===== config.mk =====
export PLATFORM = sky130hd
export DESIGN_NAME = pipeline_ctrl
export DESIGN_NICKNAME = d
export VERILOG_FILES = /design/src/rtl/pipeline_ctrl.sv
export SDC_FILE = /design/constraint.sdc
export NUM_CORES = 1
export LEC_CHECK = 0
export CAP_MARGIN = 20
export CELL_PAD_IN_SITES_DETAIL_PLACEMENT = 1
export CELL_PAD_IN_SITES_GLOBAL_PLACEMENT = 1
export CORE_UTILIZATION = 51
export CTS_BUF_LIST = sky130_fd_sc_hd__clkbuf_4
export DETAILED_ROUTE_END_ITERATION = 10
export DONT_BUFFER_PORTS = 1
export GPL_ROUTABILITY_DRIVEN = 0
export MAX_ROUTING_LAYER = met4
export PLACE_DENSITY_LB_ADDON = 0.1
export SLEW_MARGIN = 20
export SYNTH_ARGS = -nofsm -noshare
export SYNTH_HDL_FRONTEND = slang
export SYNTH_SLANG_ARGS = --single-unit

===== constraint.sdc =====
create_clock -name clk_i -period 3.83 [get_ports clk_i]
set_clock_uncertainty 0.2 [all_clocks]
set_input_delay 0.766 -clock clk_i [delete_from_list [all_inputs] [get_ports clk_i]]
set_output_delay 0.766 -clock clk_i [all_outputs]
set_load 0.005 [all_outputs]

===== src/rtl/pipeline_ctrl.sv =====
// Pipeline hazard/stall controller: post-reset flush, load-use bubbles,
// branch flushes and data-memory wait freezes with a sticky timeout flag.
module pipeline_ctrl #(
   parameter int MAX_WAIT    = 16,
   parameter int FILL_CYCLES = 4
) (
   input  logic        clk_i,
   input  logic        rst_i,
   input  logic        id_valid_i,
   input  logic [4:0]  id_rs_i,
   input  logic [4:0]  id_rt_i,
   input  logic        id_use_rt_i,
   input  logic        ex_valid_i,
   input  logic        ex_memread_i,
   input  logic [4:0]  ex_rt_i,
   input  logic        branch_taken_i,
   input  logic        exmem_valid_i,
   input  logic        mem_req_i,
   input  logic        mem_ack_i,
   output logic        pc_write_o,
   output logic        ifid_write_o,
   output logic        ifid_flush_o,
   output logic        idex_bubble_o,
   output logic        pipe_freeze_o,
   output logic        memwb_valid_o,
   output logic        mem_err_o,
   output logic [15:0] stall_cnt_o,
   output logic [1:0]  state_o
);

   localparam int FW = $clog2(FILL_CYCLES + 1);
   localparam int WW = $clog2(MAX_WAIT + 1);

   typedef enum logic [1:0] {
      ST_FILL     = 2'd0,
      ST_RUN      = 2'd1,
      ST_MEM_WAIT = 2'd2
   } state_t;

   state_t        state_r;
   state_t        state_s;
   logic [FW-1:0] fill_cnt_r;
   logic [WW-1:0] wait_cnt_r;
   logic          mem_err_r;
   logic [15:0]   stall_cnt_r;

   logic load_use_s;
   logic mem_stall_s;
   logic run_pc_write_s;
   logic run_ifid_write_s;
   logic run_flush_s;
   logic run_bubble_s;

   assign load_use_s  = id_valid_i & ex_valid_i & ex_memread_i & (ex_rt_i != 5'd0) &
                        ((ex_rt_i == id_rs_i) | (id_use_rt_i & (ex_rt_i == id_rt_i)));
   assign mem_stall_s = mem_req_i & exmem_valid_i & ~mem_ack_i;

   // Unfrozen decode: load-use bubble wins over a branch flush
   always_comb begin
      run_pc_write_s   = 1'b1;
      run_ifid_write_s = 1'b1;
      run_flush_s      = 1'b0;
      run_bubble_s     = 1'b0;
      if (load_use_s) begin
         run_pc_write_s   = 1'b0;
         run_ifid_write_s = 1'b0;
         run_bubble_s     = 1'b1;
      end else if (branch_taken_i) begin
         run_flush_s = 1'b1;
      end else begin
         run_flush_s = 1'b0;
      end
   end

   // Next-state and control outputs; reset forces the flush view
   always_comb begin
      state_s       = state_r;
      pc_write_o    = 1'b1;
      ifid_write_o  = 1'b1;
      ifid_flush_o  = 1'b0;
      idex_bubble_o = 1'b0;
      pipe_freeze_o = 1'b0;
      memwb_valid_o = 1'b0;
      state_o       = state_r;
      if (!rst_i) begin
         state_s       = ST_FILL;
         ifid_flush_o  = 1'b1;
         idex_bubble_o = 1'b1;
         state_o       = ST_FILL;
      end else begin
         case (state_r)
            ST_FILL: begin
               ifid_flush_o  = 1'b1;
               idex_bubble_o = 1'b1;
               if (fill_cnt_r == FW'(FILL_CYCLES - 1)) begin
                  state_s = ST_RUN;
               end else begin
                  state_s = ST_FILL;
               end
            end
            ST_RUN: begin
               if (mem_stall_s) begin
                  pc_write_o    = 1'b0;
                  ifid_write_o  = 1'b0;
                  pipe_freeze_o = 1'b1;
                  state_s       = ST_MEM_WAIT;
               end else begin
                  pc_write_o    = run_pc_write_s;
                  ifid_write_o  = run_ifid_write_s;
                  ifid_flush_o  = run_flush_s;
                  idex_bubble_o = run_bubble_s;
                  memwb_valid_o = exmem_valid_i;
               end
            end
            ST_MEM_WAIT: begin
               if (!mem_ack_i) begin
                  pc_write_o    = 1'b0;
                  ifid_write_o  = 1'b0;
                  pipe_freeze_o = 1'b1;
               end else begin
                  pc_write_o    = run_pc_write_s;
                  ifid_write_o  = run_ifid_write_s;
                  ifid_flush_o  = run_flush_s;
                  idex_bubble_o = run_bubble_s;
                  memwb_valid_o = exmem_valid_i;
                  state_s       = ST_RUN;
               end
            end
            default: begin
               ifid_flush_o  = 1'b1;
               idex_bubble_o = 1'b1;
               state_s       = ST_FILL;
            end
         endcase
      end
   end

   // State, flush/wait counters, sticky timeout and stall statistics
   always_ff @(posedge clk_i) begin
      if (!rst_i) begin
         state_r     <= ST_FILL;
         fill_cnt_r  <= '0;
         wait_cnt_r  <= '0;
         mem_err_r   <= 1'b0;
         stall_cnt_r <= 16'd0;
      end else begin
         state_r <= state_s;
         if (state_r == ST_FILL && state_s == ST_FILL) begin
            fill_cnt_r <= fill_cnt_r + FW'(1);
         end else begin
            fill_cnt_r <= '0;
         end
         if (state_r == ST_RUN && state_s == ST_MEM_WAIT) begin
            wait_cnt_r <= '0;
         end else if (state_r == ST_MEM_WAIT && wait_cnt_r != WW'(MAX_WAIT)) begin
            wait_cnt_r <= wait_cnt_r + WW'(1);
         end else begin
            wait_cnt_r <= wait_cnt_r;
         end
         // Set on the wait cycle that brings the count to MAX_WAIT
         if (state_r == ST_MEM_WAIT && wait_cnt_r >= WW'(MAX_WAIT - 1)) begin
            mem_err_r <= 1'b1;
         end else begin
            mem_err_r <= mem_err_r;
         end
         if (state_r != ST_FILL && !pc_write_o && stall_cnt_r != 16'hFFFF) begin
            stall_cnt_r <= stall_cnt_r + 16'd1;
         end else begin
            stall_cnt_r <= stall_cnt_r;
         end
      end
   end

   assign mem_err_o   = mem_err_r;
   assign stall_cnt_o = stall_cnt_r;

endmodule


==> impl_metrics.env <==
export IMPL_syn_inst=198
export IMPL_clk_pin_slew_ns=0.15
export IMPL_grt_max_degree=18
export IMPL_syn_nets=233
export IMPL_clockBufferDepth=2
export IMPL_areaGrowthSynthToFinish_pct=2.128
export IMPL_drc=0
export IMPL_crit_family="compound AO/OA/AOI/OAI gates"
export IMPL_p_switching_uw=116.9
export IMPL_fin_util_pct=55.08
export IMPL_netSwitchingFraction_pct=25.39
export IMPL_critPathBufInv=0
export IMPL_cap_violations=0
export IMPL_layout_drive_gt1_share_pct=6.218
export IMPL_rsz0062_at_grt="no"
export IMPL_ys_ff_latch=27
export IMPL_die_area_mm2=0.003460
export IMPL_synth_main_ff_cell="dfxtp_1"
export IMPL_critical_path_class="input port to primary output"
export IMPL_power_frac_clock_pct=27.6
export IMPL_setup_worst_path_start_class="input port"
export IMPL_first_iter_violations=89
export IMPL_seqPwrFrac_pct=62.9
export IMPL_die_x_um=58.82
export IMPL_setup_viol=0
export IMPL_cts_buffers_inserted=3
export IMPL_crit_arrival_ns=1.98
export IMPL_row_count=20
export IMPL_worstPathCellList="or4_1 > o2111ai_1 > o31a_1"
export IMPL_numClockSinks=27
export IMPL_seq_area_frac_synth_pct=32.83
export IMPL_nNetsFinal=229
export IMPL_min_to="fill_cnt_r[0]$_SDFF_PN0_"
export IMPL_vias_per_cell=6.072
export IMPL_end_kind="primary output"
export IMPL_hold_buffers=0
export IMPL_antenna_cells=0
export IMPL_finalHoldViolations=0
export IMPL_r2r_end="stall_cnt_o[6]$_SDFFE_PN0P_"
export IMPL_post_cts_resized=0
export IMPL_grtUsageTotal_pct=25.14
export IMPL_rrSetupSlack_ns=1.06
export IMPL_synth_warnings=0
export IMPL_crit_fanout=8
export IMPL_ys_async_sr_fraction_pct=0
export IMPL_crit_start="ex_rt_i[1]"
export IMPL_worst_hold_path_type="flop to flop"
export IMPL_syn_area_mm2=0.001647
export IMPL_power_leakage_uw=0.0005500
export IMPL_grt_pass1_wl_um=6561
export IMPL_clk_latency_ns=0.33
export IMPL_powerDensity_mw_per_mm2=273.7
export IMPL_maxSlewHeadroom_pct=56.39
export IMPL_postRouteAntennaNets=0
export IMPL_firstDrtPassIters=4
export IMPL_grt_pass1_vias=1527
export IMPL_cts_root_buffer_cell="clkbuf_4"
export IMPL_tns_ns=0
export IMPL_vias=1439
export IMPL_synth_cell_types=42
export IMPL_slowest_stage="or4_1"
export IMPL_io_pins=50
export IMPL_required_ns=2.86
export IMPL_cts_setup_buffers=0
export IMPL_gr_total_overflow=0
export IMPL_vdd_drop_max_uv=136.6
export IMPL_wire_per_inst_um=16.10
export IMPL_holdPathStages=1
export IMPL_period_needed_ns=2.944
export IMPL_cts_tree="done"
export IMPL_tightestPinTransition_ns=0.6486
export IMPL_antenna_found_initial=0
export IMPL_maxSlewViolCount=0
export IMPL_htreeDepth=1
export IMPL_die_h_um=58.82
export IMPL_period_share_pct=76.88
export IMPL_p_int_uw=343.4
export IMPL_worst_r2r_cell_count=8
export IMPL_routed_wl_um=3816
export IMPL_syn_avg_cell_area_um2=8.316
export IMPL_reg2reg_from="state_r[0]$_SDFF_PN0_"
export IMPL_core_mm2=0.003053
export IMPL_initial_core_util_pct=53.93
export IMPL_dpl_hpwl_um=2954
export IMPL_synth_edff_count=0
export IMPL_status="finished, final reports clean"
export IMPL_cpPeakStageDelay_ns=0.52
export IMPL_timing_fmax_ghz=0.3396
export IMPL_io_buffers=0
export IMPL_hold_start="fill_cnt_r[0]$_SDFF_PN0_"
export IMPL_pwr_share_comb_pct=9.5
## state kept, by name (all words and copies together), names as in the netlist
name	cells
fill_cnt_r	3
mem_err_o	1
stall_cnt_o	16
state_r	2
wait_cnt_r	5
## through the flow
| step | hold slack [ns] | power [uW] | setup slack [ns] | cell area [um^2] | cells |
|---|---|---|---|---|---|
| 6_report | 0.2326 | 460.2 | 0.8857 | 1682 | 237 |
| 5_1_grt | 0.2636 | 484.9 | 0.7218 | 1682 | 237 |
| 4_1_cts | 0.2345 | 466.2 | 0.8894 | 1682 | 237 |
| 3_5_place_dp | 0.2145 | 339.3 | 0.8600 | 1654 | 233 |
| 3_3_place_gp | 0.2083 | 336.0 | 0.9068 | 1654 | 233 |
| 2_1_floorplan | 0.1992 | 333.1 | 0.7480 | 1647 | 198 |
## synthesized netlist by cell type, drive strengths merged, types with 4 or more instances
cell    count  area share, %
mux2i       5            3.0
ha         10            7.6
nand4       4            1.5
o31ai       6            2.7
o41ai       4            2.1
inv        13            3.0
or4         6            2.7
a21oi      12            3.6
o311ai      4            2.1
dfxtp      27             33
nand3       7            2.1
buf         6            2.7
clkbuf      5            1.1
nor2       19            4.3
nor4        4            2.3
nand2      18            4.1
xor2       11            5.9
and3        5            2.5
o21ai       5            1.5
## per-layer routing
metal	global-route usage, %	vias up	wire (um)
met2	44.64	23	1934
met4	6.122	0	38
met1	29.93	703	1714
met5	-	-	0
met3	3.297	4	128
li1	-	709	-
## logic make-up after synthesis
kind of cell	synth area share, %
adder cells (fa/ha/maj)	7.599
flip-flops	32.83
XOR/XNOR	6.915
multiplexers	3.040
AO/OA/AOI/OAI	16.79
buffers and inverters	6.763
AND/OR/NAND/NOR	26.06
## final cells by class
| type | instances | area, um^2 |
|---|---|---|
| clock buffer | 3 | 22.52 |
| sequential | 27 | 540.5 |
| clock inverter | 1 | 5.005 |
| inverter | 13 | 48.80 |
| tap | 44 | 55.05 |
| multi-input combinational | 147 | 994.7 |
| timing repair buffer | 2 | 15.01 |
| fill | 395 | 1371 |
## worst max-delay path by stage
| stage | depth (start not counted) | end | slack [ns] |
|---|---|---|---|
| after floorplan | 6 | pc_write_o | 0.75 |
| after global placement | 3 | pc_write_o | 0.91 |
| after detailed placement | 7 | stall_cnt_o[6]$_SDFFE_PN0P_ | 0.86 |
| after CTS | 3 | pc_write_o | 0.89 |
| after global routing | 5 | pc_write_o | 0.72 |
| final | 3 | pc_write_o | 0.89 |
## worst register-to-register path: stages, from the launching register on
cell and delay [ns]:
dfxtp_1 0.43, inv_1 0.12, ha_1 0.31, a22oi_1 0.37, nand3_1 0.13, o31a_1 0.23
buf_4 0.23, or4_1 0.51, a21oi_1 0.17
## cell usage in the layout (no fill, tap or decap), types with 3 or more instances in the layout
cell	Yosys	layout
a21oi_1	12	12
and3_1	3	3
clkbuf_4	0	3
dfxtp_1	27	27
ha_1	10	10
inv_1	13	13
mux2i_1	5	5
nand2_1	18	18
nand2b_1	3	3
nand3_1	7	7
nand4_1	4	4
nor2_1	19	19
nor3_1	3	3
o21ai_0	5	5
o311ai_0	4	4
o31ai_1	6	6
o41ai_1	4	4
or3_1	3	3
or4_1	6	6
xor2_1	11	11
## power by group through the flow
stage	clock, uW	sequential, uW	combinational [uW]
2_1_floorplan	0	295	38.3
3_3_place_gp	0	295	40.8
3_5_place_dp	0	296	43.8
4_1_cts	132	290	44.2
5_1_grt	144	290	50.2
6_report	127	289	43.7
(Power assumes the default switching activity.)
